## config.mk

```make
export PLATFORM = sky130hd
export DESIGN_NAME = one_bit_adder_dec
export DESIGN_NICKNAME = d
export VERILOG_FILES = /design/src/rtl/one_bit_adder_dec.sv
export SDC_FILE = /design/constraint.sdc
export NUM_CORES = 1
export LEC_CHECK = 0
export CORE_AREA = 2 2 39 41
export DETAILED_ROUTE_END_ITERATION = 7
export DIE_AREA = 0 0 41 43
export GPL_TIMING_DRIVEN = 0
export MAX_ROUTING_LAYER = met4
export PLACE_DENSITY = 0.37
export SETUP_SLACK_MARGIN = 0.02
export SLEW_MARGIN = 10
export SYNTH_ARGS = -nofsm -noshare
export SYNTH_HDL_FRONTEND = slang
export SYNTH_SLANG_ARGS = --single-unit
export TNS_END_PERCENT = 5
```

## constraint.sdc

```tcl
create_clock -name vclk -period 0.8
set_input_delay 0.12 -clock vclk [all_inputs]
set_output_delay 0.12 -clock vclk [all_outputs]
set_load 0.01 [all_outputs]
```

## src/rtl/one_bit_adder_dec.sv

```systemverilog
// ----------------------------------------------------------------------------
// one_bit_adder_dec
// 1-bit full adder built from a 3-to-8 one-hot decoder on {a, b, cin}
// (a = MSB) with OR reduction of the minterms. Leaf cell of ripple-carry
// decoder adders; the port order is fixed so chains can connect positionally.
//   sum       out : a ^ b ^ cin
//   cout      out : majority(a, b, cin)
//   a, b      in  : addend bits
//   cin       in  : carry-in
//   clk       in  : clock, only used when REGISTERED = 1
//   rst_n     in  : async active-low reset, only affects REGISTERED = 1
//   in_valid  in  : input qualifier
//   out_valid out : in_valid, delayed one cycle when REGISTERED = 1
//   minterm   out : one-hot decoder vector (all-zero only while in reset)
// REGISTERED = 0 : purely combinational, no state.
// REGISTERED = 1 : all outputs captured every rising clk, 1-cycle latency.
// ----------------------------------------------------------------------------
module one_bit_adder_dec #(
   parameter bit REGISTERED = 1'b0
) (
   output logic       sum,
   output logic       cout,
   input  logic       a,
   input  logic       b,
   input  logic       cin,
   input  logic       clk,
   input  logic       rst_n,
   input  logic       in_valid,
   output logic       out_valid,
   output logic [7:0] minterm
);

   logic [2:0] w_idx;
   logic [7:0] w_minterm;
   logic       w_sum;
   logic       w_cout;

   assign w_idx = {a, b, cin};

   // Decoder is always enabled: exactly one bit set.
   always_comb begin
      w_minterm        = 8'h00;
      w_minterm[w_idx] = 1'b1;
   end

   // Odd-parity minterms give sum, two-or-more-ones minterms give carry.
   assign w_sum  = w_minterm[1] | w_minterm[2] | w_minterm[4] | w_minterm[7];
   assign w_cout = w_minterm[3] | w_minterm[5] | w_minterm[6] | w_minterm[7];

   if (REGISTERED) begin : g_reg
      logic       r_sum;
      logic       r_cout;
      logic       r_valid;
      logic [7:0] r_minterm;

      // Capture every cycle; in_valid only travels alongside as a qualifier.
      always_ff @(posedge clk or negedge rst_n) begin
         if (!rst_n) begin
            r_sum     <= 1'b0;
            r_cout    <= 1'b0;
            r_valid   <= 1'b0;
            r_minterm <= 8'h00;
         end else begin
            r_sum     <= w_sum;
            r_cout    <= w_cout;
            r_valid   <= in_valid;
            r_minterm <= w_minterm;
         end
      end

      assign sum       = r_sum;
      assign cout      = r_cout;
      assign out_valid = r_valid;
      assign minterm   = r_minterm;
   end else begin : g_comb
      // clk/rst_n are part of the shared port list but unused here.
      logic w_unused_clk_rst;
      assign w_unused_clk_rst = clk ^ rst_n;

      assign sum       = w_sum;
      assign cout      = w_cout;
      assign out_valid = in_valid;
      assign minterm   = w_minterm;
   end

endmodule

```

# == Yosys cells after proc, flatten, opt, wreduce, memory -nomap -nowiden ==
# Cells that the tools add are included.
# classes
magnitude_cmp,2
n_mux,2
bitwise_logic,6
reduce_logical,1
# ops
operator,count
$or 1x1->1,6
$lt 3x4->1 const B,1
$demux 1 s3,1
$ge 3x1->1 const B,1
$logic_and 1x1->1,1
$mux 1,1
# totals
reg_bits,0
out_inout_bits,11
elab_cells,11

# == Longest topological paths before layout ==
# Gate-level depths: netlist (run 1).
# depth
ltp_word,7
depth_mapped,1

# == Worst setup path before layout (run 1) ==
# Ideal clock, no wire load.
# synth_timing
kind,input to output
from,input port a
to,output port sum
arrival_time_ns,0.692
t_required_ns,0.680
setup_slack_ns,-0.012
path_stages,1
path_buffers,0
path_cell_list,fa_1
# synth_between
elab_chain_len,7
# synth_lines
element,line,text
from (decl),23,"input logic a,"
$lt 3x4->1 (implied by the code) or $ge 3x1->1 (tied branches),43,w_minterm[w_idx] = 1'b1;
$logic_and 1x1->1 (implied by the code),43,
$mux 1 (implied by the code),43,
$demux 1 s3 (*),43,
$or 1x1->1 (2 in a row),47,assign w_sum = w_minterm[1] | w_minterm[2] | w_minterm[4] | w_minterm[7];
$or 1x1->1 (*),47,
to (decl),21,"output logic sum,"
# Every way passes the cells marked *; elsewhere a longest branch is shown, timed or not.

# == Final worst setup path (run 1) ==
# layout_timing
from,input port b
to,output port sum
# layout_between
elab_chain_len,7
# layout_lines
element,line,text
from (decl),24,"input logic b,"
$lt 3x4->1 (implied by the code) or $ge 3x1->1 (tied branches),43,
$logic_and 1x1->1 (implied by the code),43,
$mux 1 (implied by the code),43,
$demux 1 s3 (*),43,
$or 1x1->1 (2 in a row),47,
$or 1x1->1 (*),47,
# Marked as above.

==> results.yml, run 1 <==
global_route:
  vias_in_the_first_global_route: 131
  grtUsageTotal_pct: 4.92
  globalRoute.totalOverflow: 0
  grt_start_max_net_pins: 10
  number_of_antenna_violations_at_the_first_check_in_global_routing: 0
  first_pass_grt_wire_length_microns: 621
yosys:
  syn-cell-area_sq_um: 92.6
  netlist_instances: 10
  avgSynthCellArea_sq_um: 9.26
  post-synth-top-area-fraction_pct: 32.4
  ys.warnings.count: 0
  synth_sequential_area_ratio_pct: 0
  ys_top_cells_by_area: "sky130_fd_sc_hd__and3b_2, sky130_fd_sc_hd__nor3b_1, sky130_fd_sc_hd__fa_1, sky130_fd_sc_hd__and3_2, sky130_fd_sc_hd__buf_4"
  synthDominantAreaCellType: "sky130_fd_sc_hd__and3b_2"
  synth.lib_cells_used.distinct: 6
  synth.top_cells.by_count: "sky130_fd_sc_hd__and3b_2, sky130_fd_sc_hd__nor3b_1"
  mappedNetlistNets: 17
worst_setup_path:
  worstPathRequired_ns: 0.68
  timing.critical_path.to_type: "output pin"
  worstSetupPathType: "primary input to output pin"
  critPathMaxFanout: 4
  arrival_ns: 0.89
  worst_setup_path_start_kind: "primary input"
detailed_routing:
  wl_microns: 390
  top_layer_used: "met3"
  routedWlPerCell_microns: 8.86
  post_drt_via_cell_ratio: 3.34
  detailed_route_via_count: 147
  tritonroute_pass_1_iters: 1
  number_of_nets_with_antenna_violations_after_detailed_routing: 0
  dr.first_iter.drc_count: 0
  wirelength_met1_microns: 145
  routed-wl-met3_microns: 60
  detail_route.drc_violations: 0
  met2_wirelength_microns: 184
sta:
  fmax_ghz: 0.989
  report.final.hold_viol_count: 0
  post-route-worst-setup-slack_ns: -0.211
  rsz0062_at_grt: "yes"
  final-max-slew-violation-count: 0
  tightest_slew_ns: 0.130
  period_share_pct: 126
  setup_viol_count_final: 4
  final_period_minus_worst_setup_slack_ns: 1.01
  slew-limit-headroom_pct: 91.3
final_layout:
  seqCellArea_sq_um: 0
  area.growth.synth_to_final_pct: 224
  n_sequential_cell: 0
  clkbuf_count: 0
  fin_cells: 44
  layout_utilization_pct: 21.7
  drive_above_1_share_pct: 96.4
  design.final.nets: 37
  diodes: 0
power_and_ir_drop:
  vdd_ir_drop_max_v: 0.000130
  pwr_density_cell_nw_per_um2: 496
  static_leakage_nw: 0.151
place:
  finalWeightedCongestion: 0.585
  numPlacedInstances: 40
  port_buffers: 14
  place.detailed.hpwl_microns: 312
floorplanning:
  fp.dieW_microns: 41
  io_pins: 17
  placeableCoreArea_sq_um: 1380
  floorplan.rows: 14
  die-area_sq_um: 1760
  die_height_microns: 43
  initial_core_util_pct: 6.69
hold_path:
  timing.hold.worst.class: "primary input to output pin"
status:
  failed_checks: "negative setup slack"
  status: "finished, violations left"
job:
  timing.max_cap.violations: 0
clock_network:
  ctsHoldBuffers: 0
==> through the flow <==
stage / hold WS (ns) / cell area [sq um] / power, mW / TNS [ns] / worst slack [ns]
5_1_grt: 0.424 / 300 / 0.163 / -0.488 / -0.228
2_1_floorplan: 0.287 / 92.6 / 0.0463 / -0.0123 / -0.0123
3_5_place_dp: 0.810 / 253 / 0.134 / -8.98 / -1.14
6_report: 0.418 / 300 / 0.149 / -0.313 / -0.211
4_1_cts: 0.419 / 259 / 0.132 / -0.307 / -0.212
3_3_place_gp: 0.817 / 253 / 0.130 / -8.52 / -1.09
==> timing repair <==
item,4_1_cts,5_1_grt
resized for setup,70,6
pin swaps,1,2
cloned,0,0
buffers inserted,2,2
endpoints found under the setup margin,11,8
==> cells by family after synthesis <==
logic type                 after synthesis  synth area share (%)
and+or+nand+nor                          8                  70.3
adders and majority gates                1                  21.6
buffers and inverters                    1                  8.11
==> worst max-delay path, cell delays in order <==
cell and delay, ns:
sky130_fd_sc_hd__buf_12 0.10, sky130_fd_sc_hd__fa_1 0.54, sky130_fd_sc_hd__buf_2 0.13
==> routing by layer <==
layer	vias to the layer above	GRT usage, %
met5	-	-
met4	0	0
met3	0	0.524
met2	15	7.81
met1	59	7.01
li1	73	-
==> final cells by class <==
class	count	area, sq um
multi-input cells	9	105
plain buffers	1	7.51
fillers	160	1080
repair buffers	18	168
well taps	16	20.0
==> layout by cell type (no fill, tap or decap) <==
cell type / instances
sky130_fd_sc_hd__nor3_2: 1
sky130_fd_sc_hd__fa_1: 1
sky130_fd_sc_hd__nor3b_2: 3
sky130_fd_sc_hd__and3b_2: 3
sky130_fd_sc_hd__buf_2: 6
sky130_fd_sc_hd__and3_2: 1
sky130_fd_sc_hd__buf_12: 2
sky130_fd_sc_hd__buf_4: 5
sky130_fd_sc_hd__buf_6: 6
==> final timing paths <==
check	start	end	slack (ns)	cells past startpoint
worst min-delay path	in_valid	out_valid	0.42	2
worst max-delay path	b	sum	-0.21	3
==> power breakdown <==
part	leakage, nW	total, mW	switching, mW	internal (mW)
sequential	0	0	0	0
clock	0	0	0	0
combinational	0.151	0.149	0.0593	0.0896
total	0.151	0.149	0.0593	0.0896
Note: power is estimated with default switching activity, not from simulation.
==> inputs of run 2 (changes only) <==
Settings changed: CAP_MARGIN from default to 20, CORE_AREA 2 2 39 41 to 4 4 41 43, DIE_AREA 0 0 41 43 to 0 0 45 47.
==> results.yml, run 2 (synthesis gave the netlist of run 1 again) <==
final_layout:
  n_sequential_cell: 0
  diodes: 0
  fin_cells: 40
  seqCellArea_sq_um: 0
  clkbuf_count: 0
  drive_above_1_share_pct: 92.0
  most_common_library_cell_in_the_layout_ignoring_fill_and_taps: "sky130_fd_sc_hd__buf_6"
  final_design_area_no_fill_sq_um: 260
  top_library_cells_by_usage_in_the_layout_fill_and_taps_aside: "sky130_fd_sc_hd__buf_6, sky130_fd_sc_hd__buf_2, sky130_fd_sc_hd__and3b_2, sky130_fd_sc_hd__buf_4, sky130_fd_sc_hd__nor3b_2"
  area.growth.synth_to_final_pct: 181
  design.final.nets: 34
place:
  port_buffers: 14
  finalWeightedCongestion: 0.674
  numPlacedInstances: 39
  dpl-instance-area_sq_um: 251
status:
  failed_checks: "negative setup slack"
  status: "finished, violations left"
floorplanning:
  die-area_sq_um: 2120
  floorplan.rows: 13
  io_pins: 17
  die_height_microns: 47
  placeableCoreArea_sq_um: 1300
  initial_core_util_pct: 7.12
  fp.dieW_microns: 45
sta:
  report.final.hold_viol_count: 0
  fmax_ghz: 1.01
  rsz0062_at_grt: "yes"
  setup_viol_count_final: 4
  post-route-worst-setup-slack_ns: -0.192
  final_period_minus_worst_setup_slack_ns: 0.992
  tightest_slew_ns: 0.193
  hold_ws_ns: 0.428
  final-max-slew-violation-count: 0
  period_share_pct: 124
  fin_tns_setup_ns: -0.309
  slew-limit-headroom_pct: 87.1
worst_setup_path:
  worst_setup_path_start_kind: "primary input"
  worstSetupPathType: "primary input to output pin"
  worstPathRequired_ns: 0.68
  timing.critical_path.to_type: "output pin"
  arrival_ns: 0.87
  critPathMaxFanout: 3
global_route:
  number_of_antenna_violations_at_the_first_check_in_global_routing: 0
  globalRoute.totalOverflow: 0
  first_pass_grt_wire_length_microns: 655
  vias_in_the_first_global_route: 134
  grt_start_max_net_pins: 10
  grtUsageTotal_pct: 4.31
job:
  timing.max_cap.violations: 0
detailed_routing:
  number_of_nets_with_antenna_violations_after_detailed_routing: 0
  dr.first_iter.drc_count: 0
  post_drt_via_cell_ratio: 3.63
  detailed_route_via_count: 145
  tritonroute_pass_1_iters: 1
  routedWlPerCell_microns: 10.5
  wl_microns: 421
  detail_route.drc_violations: 0
power_and_ir_drop:
  swShare_pct: 43.8
  p_int_uw: 74.9
  vdd_ir_drop_max_v: 0.000138
  power.total_uw: 133
  static_leakage_nw: 0.131
  seq_power_share_pct: 0
  pwr_density_cell_nw_per_um2: 512
  power.share.clock_pct: 0
  combPwrFrac_pct: 100.0
  power.net_switching_uw: 58.4
hold_path:
  timing.hold.worst.class: "primary input to output pin"
clock_network:
  ctsHoldBuffers: 0
-- run 2: final timing paths --
kind	slack [ns]	end	startpoint	cells after the start
setup / recovery	-0.19	sum	b	3
hold / removal	0.43	out_valid	in_valid	2
-- run 2: repair_timing --
action / in CTS / in global routing
pin swaps: 1 / 2
hold endpoints to repair: 0 / 0
setup buffers: 1 / 0
resized for setup: 65 / 6
endpoints found under the setup margin: 11 / 10
-- run 2: stage by stage --
stage	setup WS [ns]	util, %
after global placement	-1.10	19.3
after CTS	-0.205	18.6
after global routing	-0.213	20.0
after detailed placement	-1.14	19.3
final	-0.192	20.0
after floorplan	-0.0123	-
-- run 2: layout make-up --
type,instances,area (sq um)
multi-input cells,9,100
well taps,15,18.8
plain buffers,1,7.51
repair buffers,15,134
fillers,153,1040
-- run 2: routing by layer --
| metal | vias up | routed length (microns) | GRT usage, % |
|---|---|---|---|
| met3 | 0 | 99 | 1.15 |
| met4 | 0 | 0 | 0 |
| li1 | 67 | - | - |
| met5 | - | 0 | - |
| met2 | 15 | 153 | 5.65 |
| met1 | 63 | 168 | 6.77 |
-- run 2: critical path, cell delays in order --
cell,delay (ns)
sky130_fd_sc_hd__buf_8,0.10
sky130_fd_sc_hd__fa_1,0.52
sky130_fd_sc_hd__buf_2,0.13
-- run 2: power groups by stage --
stage | Combinational [mW] | Clock, mW | Sequential, mW
global placement | 0.132 | 0 | 0
finish | 0.133 | 0 | 0
CTS | 0.125 | 0 | 0
detailed placement | 0.135 | 0 | 0
floorplan | 0.0463 | 0 | 0
global route | 0.146 | 0 | 0
==> inputs of run 3 (changes only) <==
Settings changed: CAP_MARGIN 20 to default.
==> results of run 3 <==
Final layout, timing and power as in run 2 (identical DEF).
